## config.mk

```make
export PLATFORM = sky130hd
export DESIGN_NAME = proj_frame_sched
export DESIGN_NICKNAME = d
export VERILOG_FILES = /design/src/rtl/proj_frame_sched.sv
export SDC_FILE = /design/constraint.sdc
export NUM_CORES = 1
export LEC_CHECK = 0
export ABC_CLOCK_PERIOD_IN_PS = 3350
export CORE_ASPECT_RATIO = 0.7
export CORE_MARGIN = 10
export CORE_UTILIZATION = 40
export DETAILED_ROUTE_END_ITERATION = 10
export GPL_ROUTABILITY_DRIVEN = 1
export HOLD_SLACK_MARGIN = 0.1
export PLACE_DENSITY = 0.74
export SYNTH_ARGS = -nofsm -noshare
export SYNTH_HDL_FRONTEND = slang
export SYNTH_SLANG_ARGS = --single-unit
```

## constraint.sdc

```tcl
create_clock -name pixelclk -period 3.35 [get_ports pixelclk]
set_input_delay 0.67 -clock pixelclk [delete_from_list [all_inputs] [get_ports pixelclk]]
set_output_delay 0.67 -clock pixelclk [all_outputs]
set_load 0.05 [all_outputs]
```

## src/rtl/proj_frame_sched.sv

```systemverilog
// proj_frame_sched: frame-level scheduler for one axis of the projection
// bitmap RAM. Each frame cycle it clears the RAM, marks object columns for
// one video frame, scans the RAM for the occupied span and publishes
// margin-adjusted bounds.
// Optional feature: define PROJ_MIN_RUN_FILTER_EN to ignore runs of 1s
// shorter than MIN_RUN when choosing the bounds.
module proj_frame_sched #(
  parameter int IMG_WIDTH_LINE = 1024,
  parameter int MARGIN_LO      = 0,
  parameter int MARGIN_HI      = 0,
  parameter int MIN_RUN        = 4
) (
  input  logic        pixelclk,
  input  logic        reset,
  input  logic        en,
  input  logic        i_vs,
  input  logic        i_de,
  input  logic        i_mark,
  input  logic [11:0] i_coord,
  output logic        ram_we,
  output logic [11:0] ram_waddr,
  output logic        ram_wdata,
  output logic [11:0] ram_raddr,
  input  logic        ram_rdata,
  output logic [11:0] o_lo,
  output logic [11:0] o_hi,
  output logic        o_found,
  output logic        o_valid,
  output logic        o_busy,
  output logic [7:0]  o_frame_cnt
);

  typedef enum logic [2:0] {IDLE, CLEAR, WAIT_VS, ACCUM, SCAN, PUBLISH} state_t;

  localparam logic [11:0] LAST  = 12'(IMG_WIDTH_LINE - 1);
  localparam logic [12:0] DEPTH = 13'(IMG_WIDTH_LINE);

  state_t      state, state_nx;
  logic        vs_r;
  logic        vs_fall;
  logic        we_nx, wdata_nx;
  logic [11:0] waddr_nx, raddr_nx;
  logic        rd_vld, rd_vld_nx;   // ram_rdata holds the bit of rd_addr
  logic [11:0] rd_addr, rd_addr_nx;
  logic        drain, drain_nx;     // last address issued, evaluating its bit
  logic        acc_any, any_upd, any_nx;
  logic [11:0] acc_lo, lo_upd, lo_nx;
  logic [11:0] acc_hi, hi_upd, hi_nx;
  logic [12:0] lo_sum;
  logic [11:0] lo_adj, hi_adj;
  logic        pub_found;
  logic [11:0] o_lo_nx, o_hi_nx;
  logic        o_found_nx, o_valid_nx;
  logic [7:0]  cnt_nx;
`ifdef PROJ_MIN_RUN_FILTER_EN
  logic        in_run, in_run_upd, in_run_nx;
  logic [11:0] run_start, start_upd, start_nx;
  logic [11:0] run_len, len_upd, len_nx;
  logic        run_close;
  logic [11:0] close_start, close_end, close_len;
`endif

  assign vs_fall = vs_r & ~i_vs;
  assign o_busy  = (state != IDLE);

  // Scan evaluation: fold the bit returned for rd_addr into the span accumulators.
  always_comb begin
    // NOTE: every signal gets a default before any branch so no latch is inferred.
    any_upd = acc_any;
    lo_upd  = acc_lo;
    hi_upd  = acc_hi;
`ifdef PROJ_MIN_RUN_FILTER_EN
    in_run_upd  = in_run;
    start_upd   = run_start;
    len_upd     = run_len;
    run_close   = 1'b0;
    close_start = run_start;
    close_end   = rd_addr;
    close_len   = run_len;
    if (rd_vld) begin
      if (ram_rdata) begin
        if (!in_run) begin
          in_run_upd = 1'b1;
          start_upd  = rd_addr;
          len_upd    = 12'd1;
        end else if (run_len != 12'hFFF) begin
          len_upd = run_len + 12'd1;
        end
        // A run still open at the last address closes in the drain cycle.
        if (drain) begin
          run_close   = 1'b1;
          close_start = start_upd;
          close_end   = rd_addr;
          close_len   = len_upd;
          in_run_upd  = 1'b0;
        end
      end else if (in_run) begin
        run_close   = 1'b1;
        close_start = run_start;
        close_end   = rd_addr - 12'd1;
        close_len   = run_len;
        in_run_upd  = 1'b0;
      end
    end
    if (run_close && ({1'b0, close_len} >= 13'(MIN_RUN))) begin
      if (!acc_any) lo_upd = close_start;
      hi_upd  = close_end;
      any_upd = 1'b1;
    end
`else
    if (rd_vld && ram_rdata) begin
      if (!acc_any) lo_upd = rd_addr;
      hi_upd  = rd_addr;
      any_upd = 1'b1;
    end
`endif
  end

  // Margin adjustment of the final span, consumed on the edge entering PUBLISH.
  always_comb begin
    lo_sum    = {1'b0, lo_upd} + 13'(MARGIN_LO);
    lo_adj    = (lo_sum > {1'b0, LAST}) ? LAST : lo_sum[11:0];
    hi_adj    = ({1'b0, hi_upd} >= 13'(MARGIN_HI)) ? (hi_upd - 12'(MARGIN_HI)) : 12'd0;
    pub_found = any_upd && (lo_adj <= hi_adj);
  end

  // Next-state and next-register values for the phase sequencer.
  always_comb begin
    state_nx   = state;
    we_nx      = 1'b0;
    waddr_nx   = ram_waddr;
    wdata_nx   = 1'b0;
    raddr_nx   = 12'd0;
    rd_vld_nx  = 1'b0;
    rd_addr_nx = rd_addr;
    drain_nx   = 1'b0;
    any_nx     = acc_any;
    lo_nx      = acc_lo;
    hi_nx      = acc_hi;
    o_lo_nx    = o_lo;
    o_hi_nx    = o_hi;
    o_found_nx = o_found;
    o_valid_nx = 1'b0;
    cnt_nx     = o_frame_cnt;
`ifdef PROJ_MIN_RUN_FILTER_EN
    in_run_nx = in_run;
    start_nx  = run_start;
    len_nx    = run_len;
`endif
    case (state)
      IDLE: begin
        if (en) begin
          state_nx = CLEAR;
          we_nx    = 1'b1;
          waddr_nx = 12'd0;
        end
      end
      CLEAR: begin
        if (ram_waddr == LAST) begin
          state_nx = WAIT_VS;
        end else begin
          we_nx    = 1'b1;
          waddr_nx = ram_waddr + 12'd1;
        end
      end
      WAIT_VS: begin
        if (vs_fall) state_nx = ACCUM;
      end
      ACCUM: begin
        if (i_de && i_mark && ({1'b0, i_coord} < DEPTH)) begin
          we_nx    = 1'b1;
          waddr_nx = i_coord;
          wdata_nx = 1'b1;
        end
        if (vs_fall) begin
          state_nx = SCAN;
          any_nx   = 1'b0;
          lo_nx    = 12'd0;
          hi_nx    = 12'd0;
`ifdef PROJ_MIN_RUN_FILTER_EN
          in_run_nx = 1'b0;
          start_nx  = 12'd0;
          len_nx    = 12'd0;
`endif
        end
      end
      SCAN: begin
        any_nx = any_upd;
        lo_nx  = lo_upd;
        hi_nx  = hi_upd;
`ifdef PROJ_MIN_RUN_FILTER_EN
        in_run_nx = in_run_upd;
        start_nx  = start_upd;
        len_nx    = len_upd;
`endif
        if (drain) begin
          state_nx   = PUBLISH;
          o_valid_nx = 1'b1;
          o_found_nx = pub_found;
          cnt_nx     = o_frame_cnt + 8'd1;
          if (pub_found) begin
            o_lo_nx = lo_adj;
            o_hi_nx = hi_adj;
          end
        end else begin
          rd_vld_nx  = 1'b1;
          rd_addr_nx = ram_raddr;
          if (ram_raddr == LAST) drain_nx = 1'b1;
          else                   raddr_nx = ram_raddr + 12'd1;
        end
      end
      PUBLISH: begin
        state_nx = CLEAR;
        we_nx    = 1'b1;
        waddr_nx = 12'd0;
      end
      default: state_nx = IDLE;
    endcase
    // Disabling wins over every phase; published results are left untouched.
    if (!en) begin
      state_nx   = IDLE;
      we_nx      = 1'b0;
      waddr_nx   = 12'd0;
      wdata_nx   = 1'b0;
      raddr_nx   = 12'd0;
      rd_vld_nx  = 1'b0;
      drain_nx   = 1'b0;
      o_lo_nx    = o_lo;
      o_hi_nx    = o_hi;
      o_found_nx = o_found;
      o_valid_nx = 1'b0;
      cnt_nx     = o_frame_cnt;
    end
  end

  // State, RAM strobes, scan accumulators and published outputs.
  always_ff @(posedge pixelclk) begin
    // NOTE: sequential state uses non-blocking assignments so every register
    // samples pre-edge values regardless of statement order.
    if (reset) begin
      state       <= IDLE;
      vs_r        <= 1'b0;
      ram_we      <= 1'b0;
      ram_waddr   <= 12'd0;
      ram_wdata   <= 1'b0;
      ram_raddr   <= 12'd0;
      rd_vld      <= 1'b0;
      rd_addr     <= 12'd0;
      drain       <= 1'b0;
      acc_any     <= 1'b0;
      acc_lo      <= 12'd0;
      acc_hi      <= 12'd0;
      o_lo        <= 12'd0;
      o_hi        <= 12'd0;
      o_found     <= 1'b0;
      o_valid     <= 1'b0;
      o_frame_cnt <= 8'd0;
`ifdef PROJ_MIN_RUN_FILTER_EN
      in_run      <= 1'b0;
      run_start   <= 12'd0;
      run_len     <= 12'd0;
`endif
    end else begin
      state       <= state_nx;
      vs_r        <= i_vs;
      ram_we      <= we_nx;
      ram_waddr   <= waddr_nx;
      ram_wdata   <= wdata_nx;
      ram_raddr   <= raddr_nx;
      rd_vld      <= rd_vld_nx;
      rd_addr     <= rd_addr_nx;
      drain       <= drain_nx;
      acc_any     <= any_nx;
      acc_lo      <= lo_nx;
      acc_hi      <= hi_nx;
      o_lo        <= o_lo_nx;
      o_hi        <= o_hi_nx;
      o_found     <= o_found_nx;
      o_valid     <= o_valid_nx;
      o_frame_cnt <= cnt_nx;
`ifdef PROJ_MIN_RUN_FILTER_EN
      in_run      <= in_run_nx;
      run_start   <= start_nx;
      run_len     <= len_nx;
`endif
    end
  end

endmodule

```

==> impl_summary.log, run 1 <==
[metrics] VDD IR max: 0.000266 V
[metrics] Initial Util: 0.415
[metrics] power per unit of standard cell area: about 370 nW/um^2
[metrics] setup slack, reg-to-reg: roughly 440 ps
[metrics] Die Height: between 100 and 150 um
[metrics] Final Cell Area: about 6300 sq um
[metrics] worst hold start: o_hi[1]$_SDFFE_PP0P_
[metrics] Layout Skew: approximately 5.8 ps
[metrics] minimum clock period after layout: ~3300 ps
[metrics] worst setup slack before clock tree synthesis: -332 ps
[metrics] ant diodes: 0
[metrics] ratio of cells with drive above 1 in the final layout: 0.158
[metrics] final hold violation count: 0
[metrics] endpoint of the worst register-to-register path: o_lo[1]$_SDFFE_PP0P_
[metrics] end point of the worst hold path: o_hi[1]$_SDFFE_PP0P_
[metrics] number of DRC violations after detailed-routing iteration 0: 285
[metrics] Leak: between 2 and 2.5 nW
[metrics] final worst setup slack: approximately 65 ps
[metrics] post-synthesis average cell area: 8.68 sq um
[metrics] clk_lat worst skew: roughly 350 ps
[metrics] share of flip-flops with an asynchronous set or reset: 0
[metrics] post-route fraction of the period consumed by the critical path: 0.981
[metrics] total count of max-transition violations in the final report: 0
[metrics] register bit total from synthesis: 103
[metrics] number of inserted filler cells in the final layout: 955
[metrics] die width: about 150 um
[metrics] sequential share of the synthesized area: 0.445
[metrics] placer congestion estimate: between 0.9 and 1
[metrics] setup-violating endpoint count in the final report: 0
[metrics] Num Clock Sinks: 103
[metrics] floorplan die area: between 15,000 and 20,000 sq um
[metrics] Synth Instances: between 500 and 600
[metrics] total of warnings raised by yosys: 0
[metrics] number of search-and-repair iterations in the first detailed-routing pass: 4
[metrics] most frequently used flop master after synthesis: dfxtp_1
[metrics] transition at the pin with the smallest max-transition slack: 1140 ps
[metrics] data arrival time of the worst path: 3580 ps
[metrics] GR Util All Layers: 0.154
[metrics] DRT antenna net count: 0
[metrics] count of cell types in the netlist: 55
[metrics] number of nets in the finished design: around 680
[metrics] Setup Crit Path Kind: input pin to flop
[metrics] via count: about 4,300
[metrics] Rel. slew slack: 0.238
[metrics] final HPWL from detailed placement: roughly 9700 um
[metrics] CTS buffer count: 9
[metrics] Routed WL: between 10,000 and 15,000 um
[metrics] maximum achievable frequency: 0.304 GHz
[metrics] Post-Route Utilization: 0.565
[metrics] synthesized cell area: between 4000 and 5000 sq um
[metrics] CTS root buf: clkbuf_16
[metrics] Layout area overhead: 36.2%
[metrics] worst hold path cell count: 1
[metrics] outcome: finished clean
[metrics] count of hold buffers inserted by post-cts repair: 0
[metrics] port buffer count: 79
[metrics] number of enable flip-flop cells after synthesis: 0
[metrics] remaining global-route overflow: 0
[metrics] initial antenna violation count: 0
[metrics] boundary pin count: 80
[metrics] depth of the worst register-to-register path: 11
[metrics] largest fanout on the critical path: 7
[metrics] per-cell routed wire length: 16.2 um
[metrics] clock transition time at the flip-flop clock pins of the worst setup and hold paths: 70 ps
[metrics] accumulated negative setup slack: 0 ps
[metrics] most area-hungry cell type in the Yosys netlist: dfxtp_1
[metrics] total power: 0.00231 W
[metrics] startpoint of the lowest-slack register-to-register path: acc_lo[11]$_SDFFE_PP0P_
[metrics] depth of the CTS H-tree: 3
[metrics] max_cap viols: 0
[metrics] deepest clock path buffer count: 2
[metrics] standard-cell rows: 32
[metrics] clock tree from TritonCTS: done
[metrics] vias in the first global route: between 4,000 and 5,000
[metrics] critical path launch point type: input pin
[metrics] maximum number of pins on one net before global-route repair: 50
[metrics] Hold Path Class: flop to flop
[metrics] Post-route DRC: 0
[metrics] leading cell types by total area after synthesis: dfxtp_1 (44%), nor2_1 (7.3%), a21oi_1 (5.4%)
[metrics] area of the placeable core: approximately 11,000 sq um
[metrics] endpoint required time on the critical path: about 3600 ps
[metrics] number of vias per cell: 5.34
[metrics] crit path capture type: flop
[metrics] first-pass GRT wire length: roughly 21,000 um
[metrics] cell area reported after detailed placement: 5840 sq um
[metrics] share of the synthesized area in the top cell type: 0.445
==> power breakdown <==
| group | total [W] | internal (W) | switching (W) |
|---|---|---|---|
| Combinational | 0.0000801 | 0.0000349 | 0.0000453 |
| Clock | 0.00101 | 0.000521 | 0.000485 |
| Sequential | 0.00123 | 0.00123 | 0.00000282 |
==> synthesized netlist by cell type, types with 4 or more instances <==
| master | n |
|---|---|
| o2bb2ai_2 | 10 |
| nor2_1 | 90 |
| xor2_1 | 14 |
| a22o_1 | 11 |
| a22oi_1 | 18 |
| ha_1 | 15 |
| nand4_1 | 7 |
| nor2b_1 | 4 |
| nand2_1 | 54 |
| nand3_1 | 11 |
| and3_1 | 6 |
| inv_1 | 9 |
| o21ai_0 | 12 |
| xnor2_1 | 11 |
| clkbuf_1 | 23 |
| nor3_1 | 20 |
| a21oi_1 | 50 |
| mux2i_1 | 11 |
| dfxtp_1 | 103 |
==> worst max-delay path: stages <==
cell             delay (ps)
clkdlybuf4s50_1         470
nand2_2                 130
nor2_4                   50
buf_6                   140
nor3_1                  230
a21oi_2                  80
ha_1                    300
nand4_1                 100
or4_4                   540
or3_4                   350
buf_4                   150
o41ai_4                  50
buf_4                   200
a22o_1                  110
==> logic make-up after synthesis <==
kind of cell	after synthesis	share of synthesized area
buffers and inverters	38	0.0329
DFF	103	0.445
other	1	0.000809
AOI/OAI and AO/OA	125	0.197
adders and majority gates	15	0.0405
muxes	12	0.0262
xor gates and xnor gates	25	0.0472
and+or+nand+nor	215	0.211
==> stage by stage <==
step           std cells  hold slack [ps]
4_1_cts              794              468
5_1_grt              800              472
6_report             800              466
2_1_floorplan        535              454
3_3_place_gp         778              442
3_5_place_dp         778              451
==> timing repair <==
action                     CTS  global route
setup endpoints to repair    0            25
buffers inserted             0             4
gates resized for setup      0            34
==> cells in the final DEF (no fill, tap or decap), types with 8 or more instances in the layout <==
cell and instances:
dfxtp_1 103, nor2_1 89, clkdlybuf4s50_1 78, nand2_1 53
a21oi_1 42, buf_4 40, a22oi_1 18, nor3_1 14
xor2_1 14, ha_1 14, nand3_1 11, xnor2_1 11
a22o_1 11, o21ai_0 11, o2bb2ai_2 10, mux2i_1 9
inv_1 9, clkbuf_16 9, a21oi_2 8
==> metal layers <==
metal	share of wire	GRT usage	wire [um]	vias up
met5	0	0	0	-
met4	0.011	0.0472	142	0
met3	0.071	0.0480	914	15
met2	0.43	0.232	5600	129
met1	0.49	0.207	6290	2020
li1	-	-	-	2105
==> worst max path at each step <==
stage,from,end,slack (ps)
2_1_floorplan,ram_rdata,o_hi[4]$_SDFFE_PP0P_,10
3_3_place_gp,ram_rdata,o_hi[1]$_SDFFE_PP0P_,-200
3_5_place_dp,ram_rdata,o_hi[2]$_SDFFE_PP0P_,-330
4_1_cts,ram_rdata,o_hi[7]$_SDFFE_PP0P_,20
5_1_grt,ram_rdata,o_hi[0]$_SDFFE_PP0P_,-7
6_report,ram_rdata,o_lo[1]$_SDFFE_PP0P_,70
==> final cells by class <==
cell class              count  area, sq um  share of cell area
inverters                   9         33.8             0.00535
flip-flops and latches    103         2060               0.327
well taps                 153          191              0.0303
clock inverters             7         63.8              0.0101
multi-input cells         394         2560               0.406
repair buffers            125         1170               0.186
clock buffers               9          225              0.0357
==> state kept, by name, summed over array words and instances (netlist names) <==
| register | count |
|---|---|
| o_lo | 12 |
| ram_raddr | 12 |
| o_hi | 12 |
| state | 3 |
| acc_hi | 12 |
| vs_r | 1 |
| ram_wdata | 1 |
| drain | 1 |
| o_frame_cnt | 8 |
| acc_lo | 12 |
| rd_vld | 1 |
| o_found | 1 |
| o_valid | 1 |
| acc_any | 1 |
| ram_waddr | 12 |
| rd_addr | 12 |
| ram_we | 1 |
Note: power is estimated with default switching activity, not from simulation.
==> inputs of run 2 (changes only) <==
--- a/config.mk
+++ b/config.mk
@@ -5,6 +5,7 @@
 export SDC_FILE = /design/constraint.sdc
 export NUM_CORES = 1
 export LEC_CHECK = 0
+export ABC_AREA = 1
 export ABC_CLOCK_PERIOD_IN_PS = 3350
 export CORE_ASPECT_RATIO = 0.7
 export CORE_MARGIN = 10
@@ -12,7 +13,7 @@
 export DETAILED_ROUTE_END_ITERATION = 10
 export GPL_ROUTABILITY_DRIVEN = 1
 export HOLD_SLACK_MARGIN = 0.1
-export PLACE_DENSITY = 0.74
+export PLACE_DENSITY = 0.73
 export SYNTH_ARGS = -nofsm -noshare
 export SYNTH_HDL_FRONTEND = slang
 export SYNTH_SLANG_ARGS = --single-unit
==> impl_summary.log, run 2 <==
[metrics] power spent charging and discharging nets: 0.000606 W (+14%)
[metrics] Leak: 2.48 nW (+6.2%)
[metrics] CTS root buf: clkbuf_16
[metrics] Routed WL: 13,100 um (+1.4%)
[metrics] total of warnings raised by yosys: 0 (unchanged)
[metrics] number of inserted filler cells in the final layout: 1,178 (+23%)
[metrics] global-route met1 utilization: 0.203 (-0.00398)
[metrics] GR Util All Layers: 0.150 (-0.00395)
[metrics] leading cell types by total area after synthesis: dfxtp_1 (42%), nand2_1 (12%), a21oi_1 (8.3%)
[metrics] worst setup slack before clock tree synthesis: -305 ps (+27.3 ps)
[metrics] power per unit of standard cell area: 390 nW/um^2 (+6.4%)
[metrics] max_cap viols: 0 (unchanged)
[metrics] port buffer count: 79 (unchanged)
[metrics] cell area reported after detailed placement: 6070 sq um (+3.9%)
[metrics] clock transition time at the flip-flop clock pins of the worst setup and hold paths: 70 ps (about the same)
[metrics] ant diodes: 0 (unchanged)
[metrics] maximum achievable frequency: 0.317 GHz (+4.0%)
[metrics] CTS buffer count: 9 (unchanged)
[metrics] depth of the CTS H-tree: 3 (unchanged)
[metrics] endpoint required time on the critical path: 3590 ps (-50 ps)
[metrics] count of cell types in the netlist: 38 (-31%)
[metrics] Post-route DRC: 0 (unchanged)
[metrics] Setup Buffers After CTS: 0 (unchanged)
[metrics] grt peak-use layer: met2
[metrics] Clock power frac: 0.420 (-0.015)
[metrics] minimum clock period after layout: 3160 ps (-127 ps)
[metrics] fraction of power consumed by sequential logic: 0.501 (-0.030)
[metrics] initial antenna violation count: 0 (unchanged)
[metrics] Final Cell Area: 6380 sq um (+1.1%)
[metrics] commonest cells after routing, fill and taps aside: nand2_1 (155), dfxtp_1 (103), a21oi_1 (82), clkdlybuf4s50_1 (79), nor2_1 (68)
[metrics] Hold Path Class: flop to flop
[metrics] VDD IR max: 0.000242 V (-9.1%)
[metrics] share of the synthesized area in the top cell type: 0.418 (-0.0265)
[metrics] post-synthesis average cell area: 7.08 sq um (-18%)
[metrics] Layout area overhead: 29.6%
[metrics] setup-violating endpoint count in the final report: 0 (unchanged)
[metrics] crit path capture type: flop
[metrics] data arrival time of the worst path: 3400 ps (-180 ps)
[metrics] DRT antenna net count: 0 (unchanged)
[metrics] ratio of cells with drive above 1 in the final layout: 0.108 (-0.0499)
[metrics] sequential share of the synthesized area: 0.418 (-0.0265)
[metrics] internal power summed over all cells: 0.00189 W (+5.8%)
[metrics] Layout Skew: 6.06 ps (+0.300 ps)
[metrics] clock tree from TritonCTS: done
[metrics] critical path launch point type: input pin
[metrics] final hold violation count: 0 (unchanged)
[metrics] die width: 153 um (+2.7%)
[metrics] most area-hungry cell type in the Yosys netlist: dfxtp_1
[metrics] via count: 4,780 (+12%)
[metrics] placer congestion estimate: 0.859 (-5.2%)
[metrics] accumulated negative setup slack: 0 ps (unchanged)
[metrics] area of the placeable core: 11,900 sq um (+6.5%)
[metrics] post-route fraction of the period consumed by the critical path: 0.943 (-0.0379)
[metrics] Synth top cells by count: nand2_1 (156), dfxtp_1 (103), a21oi_1 (82)
[metrics] Post-Route Utilization: 0.537 (-0.0281)
[metrics] outcome: finished clean
[metrics] first-pass GRT wire length: 22,100 um (+6.5%)
[metrics] per-cell routed wire length: 13.7 um (-15%)
[metrics] number of DRC violations after detailed-routing iteration 0: 293 (+2.8%)
[metrics] vias in the first global route: 4,537 (+10%)
[metrics] most common cell after layout, fill and taps aside: nand2_1
[metrics] final HPWL from detailed placement: 9470 um (-2.2%)
[metrics] standard-cell rows: 33 (+3.1%)
[metrics] Die Height: 113 um (+2.6%)
[metrics] most frequently used flop master after synthesis: dfxtp_1
[metrics] number of vias per cell: 5.01 (-6.2%)
[metrics] number of nets in the finished design: 827 (+22%)
[metrics] Setup Crit Path Kind: input pin to flop
[metrics] maximum number of pins on one net before global-route repair: 44 (-12%)
[metrics] total power: 0.00249 W (+7.7%)
[metrics] transition at the pin with the smallest max-transition slack: 947 ps (-196 ps)
[metrics] clk_lat worst skew: 350 ps (about the same)
[metrics] boundary pin count: 80 (unchanged)
[metrics] remaining global-route overflow: 0 (unchanged)
[metrics] register bit total from synthesis: 103 (unchanged)
[metrics] fraction of met3 tracks used by global routing: 0.0446 (-0.00340)
[metrics] Num Clock Sinks: 103 (unchanged)
[metrics] count of hold buffers inserted by post-cts repair: 0 (unchanged)
[metrics] number of search-and-repair iterations in the first detailed-routing pass: 5 (+1)
[metrics] synthesized cell area: 4930 sq um (+6.3%)
[metrics] total count of max-transition violations in the final report: 0 (unchanged)
[metrics] switching share of power: 0.243 (+0.0131)
[metrics] most common cell in the netlist: nand2_1
[metrics] floorplan die area: 17,200 sq um (+5.3%)
[metrics] Synth Instances: 696 (+30%)
[metrics] Initial Util: 0.414 (-0.000417)
[metrics] number of enable flip-flop cells after synthesis: 0 (unchanged)
[metrics] Rel. slew slack: 0.369 (+0.131)
[metrics] share of flip-flops with an asynchronous set or reset: 0 (unchanged)
[metrics] largest fanout on the critical path: 26 (+19)
[metrics] combinational power share: 0.079 (+0.044)
[metrics] deepest clock path buffer count: 2 (unchanged)
[metrics] final worst setup slack: 192 ps (+127 ps)
[metrics] met2 usage in global routing: 0.226 (-0.00542)
run 2: final cells by class:
cell class,count,area [sq um],share of cell area
clock buffers,11,233,0.0364
clock inverters,5,58.8,0.00921
inverters,69,259,0.0406
multi-input cells,493,2470,0.387
flip-flops and latches,103,2060,0.323
well taps,157,196,0.0308
repair buffers,117,1100,0.173
run 2: worst paths after layout:
| check | start | end | slack (ps) | cells after the start |
|---|---|---|---|---|
| worst min-delay path | o_lo[10]$_SDFFE_PP0P_ | o_lo[10]$_SDFFE_PP0P_ | 450 | 2 |
| worst min register to register | o_lo[10]$_SDFFE_PP0P_ | o_lo[10]$_SDFFE_PP0P_ | 450 | 2 |
| worst max register to register | rd_vld$_SDFF_PP0_ | o_hi[7]$_SDFFE_PP0P_ | 670 | 16 |
| worst max-delay path | ram_rdata | o_hi[7]$_SDFFE_PP0P_ | 190 | 17 |
run 2: logic make-up after synthesis:
kind of cell / count (synthesis) / synth area share
AO/OA/AOI/OAI: 144 / 0.153
other: 1 / 0.000761
buffers and inverters: 101 / 0.0856
XOR/XNOR: 14 / 0.0249
AND/OR/NAND/NOR: 318 / 0.280
flip-flops: 103 / 0.418
adder cells (fa/ha/maj): 15 / 0.0381
run 2: power groups by stage:
stage          Sequential, W  Combinational, W  Clock (W)
3_3_place_gp         0.00128          0.000192          0
4_1_cts              0.00125          0.000196    0.00107
2_1_floorplan        0.00130         0.0000983          0
6_report             0.00125          0.000197    0.00105
3_5_place_dp         0.00128          0.000195          0
5_1_grt              0.00125          0.000217    0.00112
run 2: what timing repair did:
action,in CTS,in global routing
pin swaps,0,1
resized for setup,1,9
endpoints found under the setup margin,1,25
run 2: worst max-delay path, stage by stage:
cell and delay (ps):
clkdlybuf4s50_1 460, nand2_1 90, nor2_4 170, inv_2 150, o21ai_0 400, nor2_4 70, inv_1 80, ha_1 250
a21oi_1 160, nor2_1 50, nor2_1 150, nand3_1 110, nand2_1 110, buf_6 220, nand3_1 110, nand2_1 90
nor2_1 40
run 2: layer usage:
metal  vias up  wire length (um)
met3        16               798
met2       111              5610
met5         -                 0
met4         0               170
li1       2453                 -
met1      2200              6560
run 2: stage by stage:
stage / instances / hold slack [ps]
floorplan: 697 / 437
global placement: 939 / 446
detailed placement: 939 / 437
CTS: 955 / 448
global route: 955 / 475
finish: 955 / 446
